File: src/rtl/crypt_pkg.sv
// Types and constants shared by the encrypt-side and decrypt-side round sequencing logic.
package crypt_pkg;

   localparam int NUM_ROUNDS_DEFAULT = 16;

   typedef enum logic [2:0] {
      ST_IDLE,
      ST_WAIT_KEY,
      ST_LOAD,
      ST_ROUND,
      ST_DONE
   } inv_seq_state_t;

endpackage

File: src/rtl/inv_round_sequencer_if.sv
// Controller / key-RAM / inverse-datapath signals around the inverse round sequencer.
interface inv_round_sequencer_if #(
   parameter int CNT_W = 5
);

   logic             start;
   logic             key_ready;
   logic             stall;
   logic             abort;
   logic [CNT_W-1:0] round_key_addr;
   logic             round_en;
   logic [CNT_W-1:0] round_idx;
   logic             first_round;
   logic             final_round;
   logic             busy;
   logic             done;

   modport master (
      output start, key_ready, stall, abort,
      input  round_key_addr, round_en, round_idx, first_round, final_round, busy, done
   );

   modport slave (
      input  start, key_ready, stall, abort,
      output round_key_addr, round_en, round_idx, first_round, final_round, busy, done
   );

endinterface

File: src/rtl/round_down_counter.sv
// Loadable down counter that holds at zero instead of wrapping; drives the round-key read address.
module round_down_counter #(
   parameter int CNT_W = 5
) (
   input  logic             clk,
   input  logic             rst,
   input  logic             load,
   input  logic [CNT_W-1:0] load_val,
   input  logic             en,
   output logic [CNT_W-1:0] value,
   output logic             zero
);

   logic [CNT_W-1:0] cnt_d;
   logic [CNT_W-1:0] cnt_q;

   always_comb begin
      cnt_d = cnt_q;
      if (load) begin
         cnt_d = load_val;
      end else if (en && (cnt_q != '0)) begin
         cnt_d = cnt_q - 1'b1;
      end
   end

   always_ff @(posedge clk) begin
      if (rst) begin
         cnt_q <= '0;
      end else begin
         cnt_q <= cnt_d;
      end
   end

   assign value = cnt_q;
   assign zero  = (cnt_q == '0);

endmodule

File: src/rtl/inv_round_sequencer.sv
// Walks round keys NUM_ROUNDS..0 for the inverse cipher, reading each key one cycle before its round strobe.
//  state    | meaning
//  IDLE     | waiting for start
//  WAIT_KEY | start seen, key schedule not yet complete
//  LOAD     | key NUM_ROUNDS read address presented to RAM
//  ROUND    | issuing rounds; stall holds address and index
//  DONE     | one-cycle completion pulse
module inv_round_sequencer
   import crypt_pkg::*;
#(
   parameter int NUM_ROUNDS = NUM_ROUNDS_DEFAULT,
   parameter int CNT_W      = $clog2(NUM_ROUNDS + 1)
) (
   input  logic                 clk,
   input  logic                 rst,
   inv_round_sequencer_if.slave bus
);

   localparam logic [CNT_W-1:0] LAST_IDX = CNT_W'(NUM_ROUNDS);

   inv_seq_state_t   state_d, state_q;
   logic             round_en_d, round_en_q;
   logic [CNT_W-1:0] idx_d, idx_q;
   logic             first_d, first_q;
   logic             final_d, final_q;
   logic             busy_d, busy_q;
   logic             done_d, done_q;

   logic             cnt_load;
   logic [CNT_W-1:0] cnt_load_val;
   logic             cnt_en;
   logic [CNT_W-1:0] addr;
   logic             addr_zero;

   round_down_counter #(.CNT_W(CNT_W)) u_addr_cnt (
      .clk      (clk),
      .rst      (rst),
      .load     (cnt_load),
      .load_val (cnt_load_val),
      .en       (cnt_en),
      .value    (addr),
      .zero     (addr_zero)
   );

   always_comb begin
      state_d      = state_q;
      round_en_d   = 1'b0;
      idx_d        = idx_q;
      done_d       = 1'b0;
      cnt_load     = 1'b0;
      cnt_load_val = '0;
      cnt_en       = 1'b0;

      if (bus.abort) begin
         state_d  = ST_IDLE;
         idx_d    = '0;
         cnt_load = 1'b1;
      end else begin
         case (state_q)
            ST_IDLE: begin
               if (bus.start) begin
                  if (bus.key_ready) begin
                     state_d      = ST_LOAD;
                     cnt_load     = 1'b1;
                     cnt_load_val = LAST_IDX;
                  end else begin
                     state_d = ST_WAIT_KEY;
                  end
               end
            end
            ST_WAIT_KEY: begin
               if (bus.key_ready) begin
                  state_d      = ST_LOAD;
                  cnt_load     = 1'b1;
                  cnt_load_val = LAST_IDX;
               end
            end
            ST_LOAD: begin
               state_d    = ST_ROUND;
               round_en_d = 1'b1;
               idx_d      = addr;
               cnt_en     = 1'b1;
            end
            ST_ROUND: begin
               // Key 0 round is on the datapath now; nothing left to issue.
               if (round_en_q && (idx_q == '0)) begin
                  state_d = ST_DONE;
                  done_d  = 1'b1;
               end else if (!bus.stall) begin
                  round_en_d = 1'b1;
                  idx_d      = addr;
                  cnt_en     = !addr_zero;
               end
            end
            ST_DONE: begin
               state_d = ST_IDLE;
            end
            default: begin
               state_d = ST_IDLE;
            end
         endcase
      end

      busy_d  = (state_d != ST_IDLE);
      first_d = round_en_d && (idx_d == LAST_IDX);
      final_d = round_en_d && (idx_d == '0);
   end

   always_ff @(posedge clk) begin
      if (rst) begin
         state_q    <= ST_IDLE;
         round_en_q <= 1'b0;
         idx_q      <= '0;
         first_q    <= 1'b0;
         final_q    <= 1'b0;
         busy_q     <= 1'b0;
         done_q     <= 1'b0;
      end else begin
         state_q    <= state_d;
         round_en_q <= round_en_d;
         idx_q      <= idx_d;
         first_q    <= first_d;
         final_q    <= final_d;
         busy_q     <= busy_d;
         done_q     <= done_d;
      end
   end

   assign bus.round_key_addr = addr;
   assign bus.round_en       = round_en_q;
   assign bus.round_idx      = idx_q;
   assign bus.first_round    = first_q;
   assign bus.final_round    = final_q;
   assign bus.busy           = busy_q;
   assign bus.done           = done_q;

endmodule

File: src/flat_wrapper.sv
// flat-port wrapper written by rule: the top's interface ports become plain ports
module inv_round_sequencer_flat import crypt_pkg::*;
#(
   parameter int NUM_ROUNDS = NUM_ROUNDS_DEFAULT,
   parameter int CNT_W      = $clog2(NUM_ROUNDS + 1)
)
  (clk, rst, bus_start, bus_key_ready, bus_stall, bus_abort, bus_round_key_addr, bus_round_en, bus_round_idx, bus_first_round, bus_final_round, bus_busy, bus_done);
  inv_round_sequencer_if #(.CNT_W(CNT_W)) bus_i ();
  input  logic clk;
  input  logic rst;
  input wire logic [$bits(bus_i.start)-1:0] bus_start;
  input wire logic [$bits(bus_i.key_ready)-1:0] bus_key_ready;
  input wire logic [$bits(bus_i.stall)-1:0] bus_stall;
  input wire logic [$bits(bus_i.abort)-1:0] bus_abort;
  output wire logic [$bits(bus_i.round_key_addr)-1:0] bus_round_key_addr;
  output wire logic [$bits(bus_i.round_en)-1:0] bus_round_en;
  output wire logic [$bits(bus_i.round_idx)-1:0] bus_round_idx;
  output wire logic [$bits(bus_i.first_round)-1:0] bus_first_round;
  output wire logic [$bits(bus_i.final_round)-1:0] bus_final_round;
  output wire logic [$bits(bus_i.busy)-1:0] bus_busy;
  output wire logic [$bits(bus_i.done)-1:0] bus_done;
  assign bus_i.start = bus_start;
  assign bus_i.key_ready = bus_key_ready;
  assign bus_i.stall = bus_stall;
  assign bus_i.abort = bus_abort;
  assign bus_round_key_addr = bus_i.round_key_addr;
  assign bus_round_en = bus_i.round_en;
  assign bus_round_idx = bus_i.round_idx;
  assign bus_first_round = bus_i.first_round;
  assign bus_final_round = bus_i.final_round;
  assign bus_busy = bus_i.busy;
  assign bus_done = bus_i.done;
  inv_round_sequencer #(.NUM_ROUNDS(NUM_ROUNDS), .CNT_W(CNT_W)) u_core (.clk(clk), .rst(rst), .bus(bus_i));
endmodule
File: config.mk
export PLATFORM = sky130hd
export DESIGN_NAME = inv_round_sequencer_flat
export DESIGN_NICKNAME = d
export VERILOG_FILES = /design/src/rtl/crypt_pkg.sv /design/src/rtl/inv_round_sequencer_if.sv /design/src/rtl/round_down_counter.sv /design/src/rtl/inv_round_sequencer.sv /design/src/flat_wrapper.sv
export SDC_FILE = /design/constraint.sdc
export NUM_CORES = 1
export LEC_CHECK = 0
export ABC_CLOCK_PERIOD_IN_PS = 4100
export BUFFER_PORTS_ARGS = -buffer_cell sky130_fd_sc_hd__buf_2
export CORE_ASPECT_RATIO = 0.8
export CORE_UTILIZATION = 42
export CTS_BUF_LIST = sky130_fd_sc_hd__clkbuf_16
export DETAILED_ROUTE_END_ITERATION = 8
export PLACE_DENSITY = 0.69
export SETUP_SLACK_MARGIN = 0.5
export SLEW_MARGIN = 10
export SYNTH_ARGS = -nofsm -noshare
export SYNTH_HDL_FRONTEND = slang
export SYNTH_HIERARCHICAL = 1
export SYNTH_SLANG_ARGS = --single-unit
File: constraint.sdc
create_clock -name clk -period 4.1 [get_ports clk]
set_input_delay 0.41 -clock clk [delete_from_list [all_inputs] [get_ports clk]]
set_output_delay 0.41 -clock clk [all_outputs]
set_load 0.1 [all_outputs]
After elaboration in Yosys (flattened, before gate mapping)
Cells that the tools add are included.
Word-level totals
  register bits: 18
  latch bits: 0
  memory bits (writable): 0
  memory bits (read-only): 0
  input port bits: 6
  output and inout bits: 15
  word-level logic and storage cells: 56
  memories: 0
Cells by class
  add/subtract/negate cells: 1
  $mul: 0
  div/mod/pow operators: 0
  magnitude comparators: 0
  eq/ne operators: 4
  shift-type cells: 0
  mux-type cells: 29
  bitwise logic cells: 1
  reductions and logical operators: 13
Operators with widths (number)
  $mux 5: 8
  $pmux 5 s2: 2
  $logic_not 5->1: 3
  $mux 3: 4
  $pmux 3 s4: 1
  $mux 1: 10
  $eq 3x2->1 const B: 2
  $pmux 1 s2: 3
  $eq 5x5->1 const B: 1
  $reduce_bool 5->1: 1
  $sub 5x1->5 const B: 1
  $logic_and 1x1->1: 4
  $eq 3x1->1 const B: 1
  $logic_not 3->1: 1
  $reduce_bool 3->1: 1
  $reduce_or 3->1: 1
  $mux 2: 1
  $reduce_bool 2->1: 1
  $logic_not 1->1: 1
  $not 1->1: 1

Longest topological paths before layout
  depth in word-level cells: 9
  gate-level depth with buffers: 9
  gate-level depth less buffers: 8

Cells and area by module
Netlist, hierarchy kept.
Modules (own cells, without submodules)
  inv_round_sequencer: times used 1, cells an instance 63, area an instance 566.8 um^2, seq. area each 260.2 um^2
  round_down_counter: times used 1, cells an instance 37, area an instance 326.6 um^2, seq. area each 100.1 um^2

Worst setup path after synthesis
No wires, ideal clock.
  path type: register to register
  start point: register u_core.u_addr_cnt.cnt_q[1] (netlist: u_core/u_addr_cnt/value[1])
  end point: register u_core.u_addr_cnt.cnt_q[2] (netlist: u_core/u_addr_cnt/value[2])
  setup time: 0.095 ns
  data arrival time: 3.803 ns
  required time: 4.005 ns
  path slack: 0.202 ns
  stages on the path, launching flop included: 10
  path buffers: 1
  period minus slack after synthesis: 3.898 ns
  cells stage by stage: dfxtp_1 -> inv_1 -> ha_1 -> or4b_1 -> buf_6 -> inv_1 -> a2111oi_0 -> nand2_1 -> or3_1 -> a221oi_1
Between the ends
  longest elaborated chain between the ends: 8
  elaborated cells on any way between the ends: 12
  classes of those cells: add/sub: 1; mux: 6; reduce/logical: 5
Ends and longest elaborated chain
  start, declared: RTL line round_down_counter.sv:15  | logic [CNT_W-1:0] cnt_q;
  start signal, assigned: RTL line round_down_counter.sv:30  | cnt_q <= cnt_d;
  $logic_not 5->1: RTL line round_down_counter.sv:35  | assign zero = (cnt_q == '0);
  named net u_core.addr_zero: RTL line inv_round_sequencer.sv:33  | logic addr_zero;
  $logic_not 1->1: RTL line inv_round_sequencer.sv:92  | cnt_en = !addr_zero;
  $mux 1: RTL line inv_round_sequencer.sv:89  | end else if (!bus.stall) begin
  $mux 1: RTL line inv_round_sequencer.sv:86  | if (round_en_q && (idx_q == '0)) begin
  $pmux 1 s2: RTL line inv_round_sequencer.sv:59  | case (state_q)
  $mux 1: RTL line inv_round_sequencer.sv:54  | if (bus.abort) begin
  named net u_core.cnt_en: RTL line inv_round_sequencer.sv:31  | logic cnt_en;
  $logic_and 1x1->1: RTL line round_down_counter.sv:21  | end else if (en && (cnt_q != '0)) begin
  $reduce_bool 2->1 (no line)
The timed path passes the listed nets, and every way through them passes these cells. The select of a mux whose other input is x is not followed.
A chain may end at the register's enable or synchronous reset.

Final worst setup path
  start point: register u_core.state_q[1]
  end point: register u_core.u_addr_cnt.cnt_q[2] (netlist: u_core/u_addr_cnt/value[2])
Between the ends
  longest elaborated chain between the ends: 5
  elaborated cells on any way between the ends: 13
  classes of those cells: eq/ne: 3; mux: 7; reduce/logical: 3
Ends and longest elaborated chain
  start, declared: RTL line inv_round_sequencer.sv:21  | inv_seq_state_t state_d, state_q;
  start signal, assigned: RTL line inv_round_sequencer.sv:119  | state_q <= state_d;
  $eq 3x2->1: RTL line inv_round_sequencer.sv:59
  $pmux 1 s2 (*): RTL line inv_round_sequencer.sv:59
  $mux 1 (*): RTL line inv_round_sequencer.sv:54
  named net u_core.cnt_en: RTL line inv_round_sequencer.sv:31
  $logic_and 1x1->1 (*): RTL line round_down_counter.sv:21
  $reduce_bool 2->1 (no line) (*)
The timed path passes the listed nets; every way through them passes the cells marked *.

==> impl_metrics.ini <==
[power_and_ir_drop]
p_sw_uw = 128.7
power_frac_comb_pct = 17.3
power_density_nw_per_um2 = 421.1
cell_internal_pwr_uw = 328.7
p_seq_share_pct = 41.0
p_leak_nw = 0.4434
p_total_uw = 457.3
ir_worst_vdd_mv = 0.4036
p_clk_share_pct = 41.7
p_sw_share_pct = 28.13

[floorplan]
die_h_um = 43.25
coreArea_um2 = 1944
die_width_um = 53.57
die_area_um2 = 2317
start_util_pct = 45.95
ios = 21
rows = 14

[synth]
async_flop_share_pct = 0
synthTopCellsByArea = dfxtp_1 40%, nand2_1 5.0%, o22ai_1 4.2%
syn-cell-area_um2 = 893.4
synth_seq_area_share_pct = 40.34
synth_cell_types = 39
synth_edf_count = 0
synth_ff_type = dfxtp_1
yosys-top-cells-count = 18 x dfxtp_1, 12 x nand2_1, 7 x nor2_1, 6 x inv_1, 6 x o22ai_1
yosysTopAreaCell = dfxtp_1
ys_seq_elements = 18
ys.warnings.count = 6
syn_area_per_cell_um2 = 8.934
synth.top_cell.area_share_pct = 40.34
synth_cells = 100
synthMostInstantiatedCell = dfxtp_1

[critical_path]
cp-start-kind = flip-flop
critPathMaxFanout = 11
crit_path_top_delay_cell = nor2b_1
startpoint = u_core/state_q[1]
critPathMostFrequentCell = nand2_1
critical-path-max-stage-delay_ps = 550
crit_chain = nor2b_1 -> nand2_1 -> a2111oi_1 -> buf_4 -> nand2_1 -> or3_1 -> a221oi_1
crit_required_ps = 4250
cp.arrival_ps = 2610
critPathCaptureType = flip-flop
r2r-start = u_core/state_q[1]
crit_type = reg -> reg

[finish]
finalNonFillerCells = 147
fin_area_um2 = 1086
nNetsFinal = 131
num_antenna_cells = 0
seq_area_um2 = 360.3
nFillCells = 182
drive_gt1_share_pct = 25.20
area_growth_pct = 21.57
multi_input_comb_area_um2 = 486.7
finish.utilization_pct = 55.86

[timing]
setup_tns_ps = 0
hold_violations = 0
clock_skew_ps = 1.249
worst_pin_slew_ps = 700.5
rsz0062_at_grt = no
min_period_ps = 2453
relSlewSlack_pct = 53.13
fin_crit_sh_pct = 59.83
slew_viol_final = 0
fmax_mhz = 407.6
setup_viol = 0

[clock_network]
cts.sinks = 18
post_cts_buffers = 0
cts-resized-gates = 0
clkLatencyLatePin_ps = 240
hold_buffers = 0
cts_tree = built
cts_inserted_buffers = 3
clockBufferDepth = 2
cts_root_buffer = clkbuf_16
h-tree-depth = 1
path_clk_slew_ps = 50

[detailed_routing]
drt-total-wl_um = 1867
drt_pre_antenna_iters = 4
routedWlPerCell_um = 12.70
drt-initial-drc-count = 9
antenna_left = 0
drc_errors = 0
vias_per_cell = 5.551
num_vias = 816

[run]
cap_violations = 0

[outcome]
status = completed

[placed_design]
dpl_cell_area_um2 = 1007
dpl.hpwl_um = 1344
gp_routability_congestion = 0.9580
io_buffers = 20
dp_cells = 143

[grt]
grt_pass1_vias = 743
gr-total-overflow = 0
grt_max_degree = 14
grt.total_usage_pct = 19.22
antenna_found_initial = 0
grt_pass1_wl_um = 3229

[min_path]
hold_class = in -> reg
hold_path_startpoint = bus_start
-- cell usage in the layout, fill, tap and decap left out, types with 3 or more instances in the layout --
| cell type | Yosys | routed |
|---|---|---|
| buf_2 | 2 | 20 |
| clkbuf_16 | 0 | 3 |
| conb_1 | 1 | 4 |
| dfxtp_1 | 18 | 18 |
| inv_1 | 6 | 6 |
| nand2_1 | 12 | 12 |
| nand4_1 | 4 | 4 |
| nor2_1 | 7 | 7 |
| nor3_1 | 4 | 4 |
| nor4_1 | 3 | 3 |
| o22ai_1 | 6 | 6 |
-- worst paths after layout --
check,to,slack [ps],depth (start not counted)
worst min register to register,u_core/bus.round_idx[2],500,2
worst min-delay path,u_core/bus.busy,390,3
worst max register to register,u_core/u_addr_cnt/value[2],1650,7
worst max-delay path,u_core/u_addr_cnt/value[2],1650,7
-- cells by family (layout without fill, tap and decap cells) --
| family | after synthesis | count (layout) | synth area share, % |
|---|---|---|---|
| compound gates | 20 | 20 | 19.33 |
| other cells | 1 | 4 | 0.4198 |
| fa+ha+maj | 1 | 1 | 1.400 |
| simple gates | 49 | 49 | 31.93 |
| buf+inv | 11 | 31 | 6.582 |
| flops | 18 | 18 | 40.34 |
-- power by group through the flow --
stage	combinational [mW]	clock (mW)	sequential, mW
3_3_place_gp	0.0779	0	0.191
3_5_place_dp	0.0784	0	0.191
2_1_floorplan	0.0346	0	0.222
5_1_grt	0.0855	0.202	0.189
6_report	0.0789	0.191	0.188
4_1_cts	0.0788	0.194	0.187
-- critical path, delay by kind of cell (launching register included) --
family,cells,cell delay [ps]
AOI/OAI and AO/OA,2,550
buffers and inverters,1,230
DFF,1,340
and+or+nand+nor,4,1230
-- sequential cells by signal (all words and copies together), names as in the netlist --
name,cells
u_core/bus.round_idx,5
u_core/u_addr_cnt/value,5
u_core/state_q,3
u_core/bus.busy,1
u_core/bus.done,1
u_core/bus.final_round,1
u_core/bus.first_round,1
u_core/bus.round_en,1
-- area by class of cell --
type                            instances  area share (%)
Tap cell                               24           2.765
Clock buffer                            3           6.912
Multi-Input combinational cell         74           44.82
Sequential cell                        18           33.18
Timing Repair Buffer                   21           9.908
Inverter                                6           2.074
Clock inverter                          1          0.3456
-- metal layers --
| metal | GRT usage [%] | vias up | wire (um) |
|---|---|---|---|
| met5 | 0 | - | 0 |
| met4 | 1.579 | 0 | 0 |
| met3 | 7.527 | 0 | 89 |
| met2 | 29.75 | 12 | 831 |
| met1 | 25.98 | 394 | 945 |
| li1 | - | 410 | - |
-- per-stage QoR --
stage	hold slack [ps]	worst slack, ps
2_1_floorplan	453.7	539.1
3_3_place_gp	472.7	1800
3_5_place_dp	477.6	1673
4_1_cts	385.8	1667
5_1_grt	393.6	1355
6_report	385.7	1647
(Power assumes the default switching activity.)
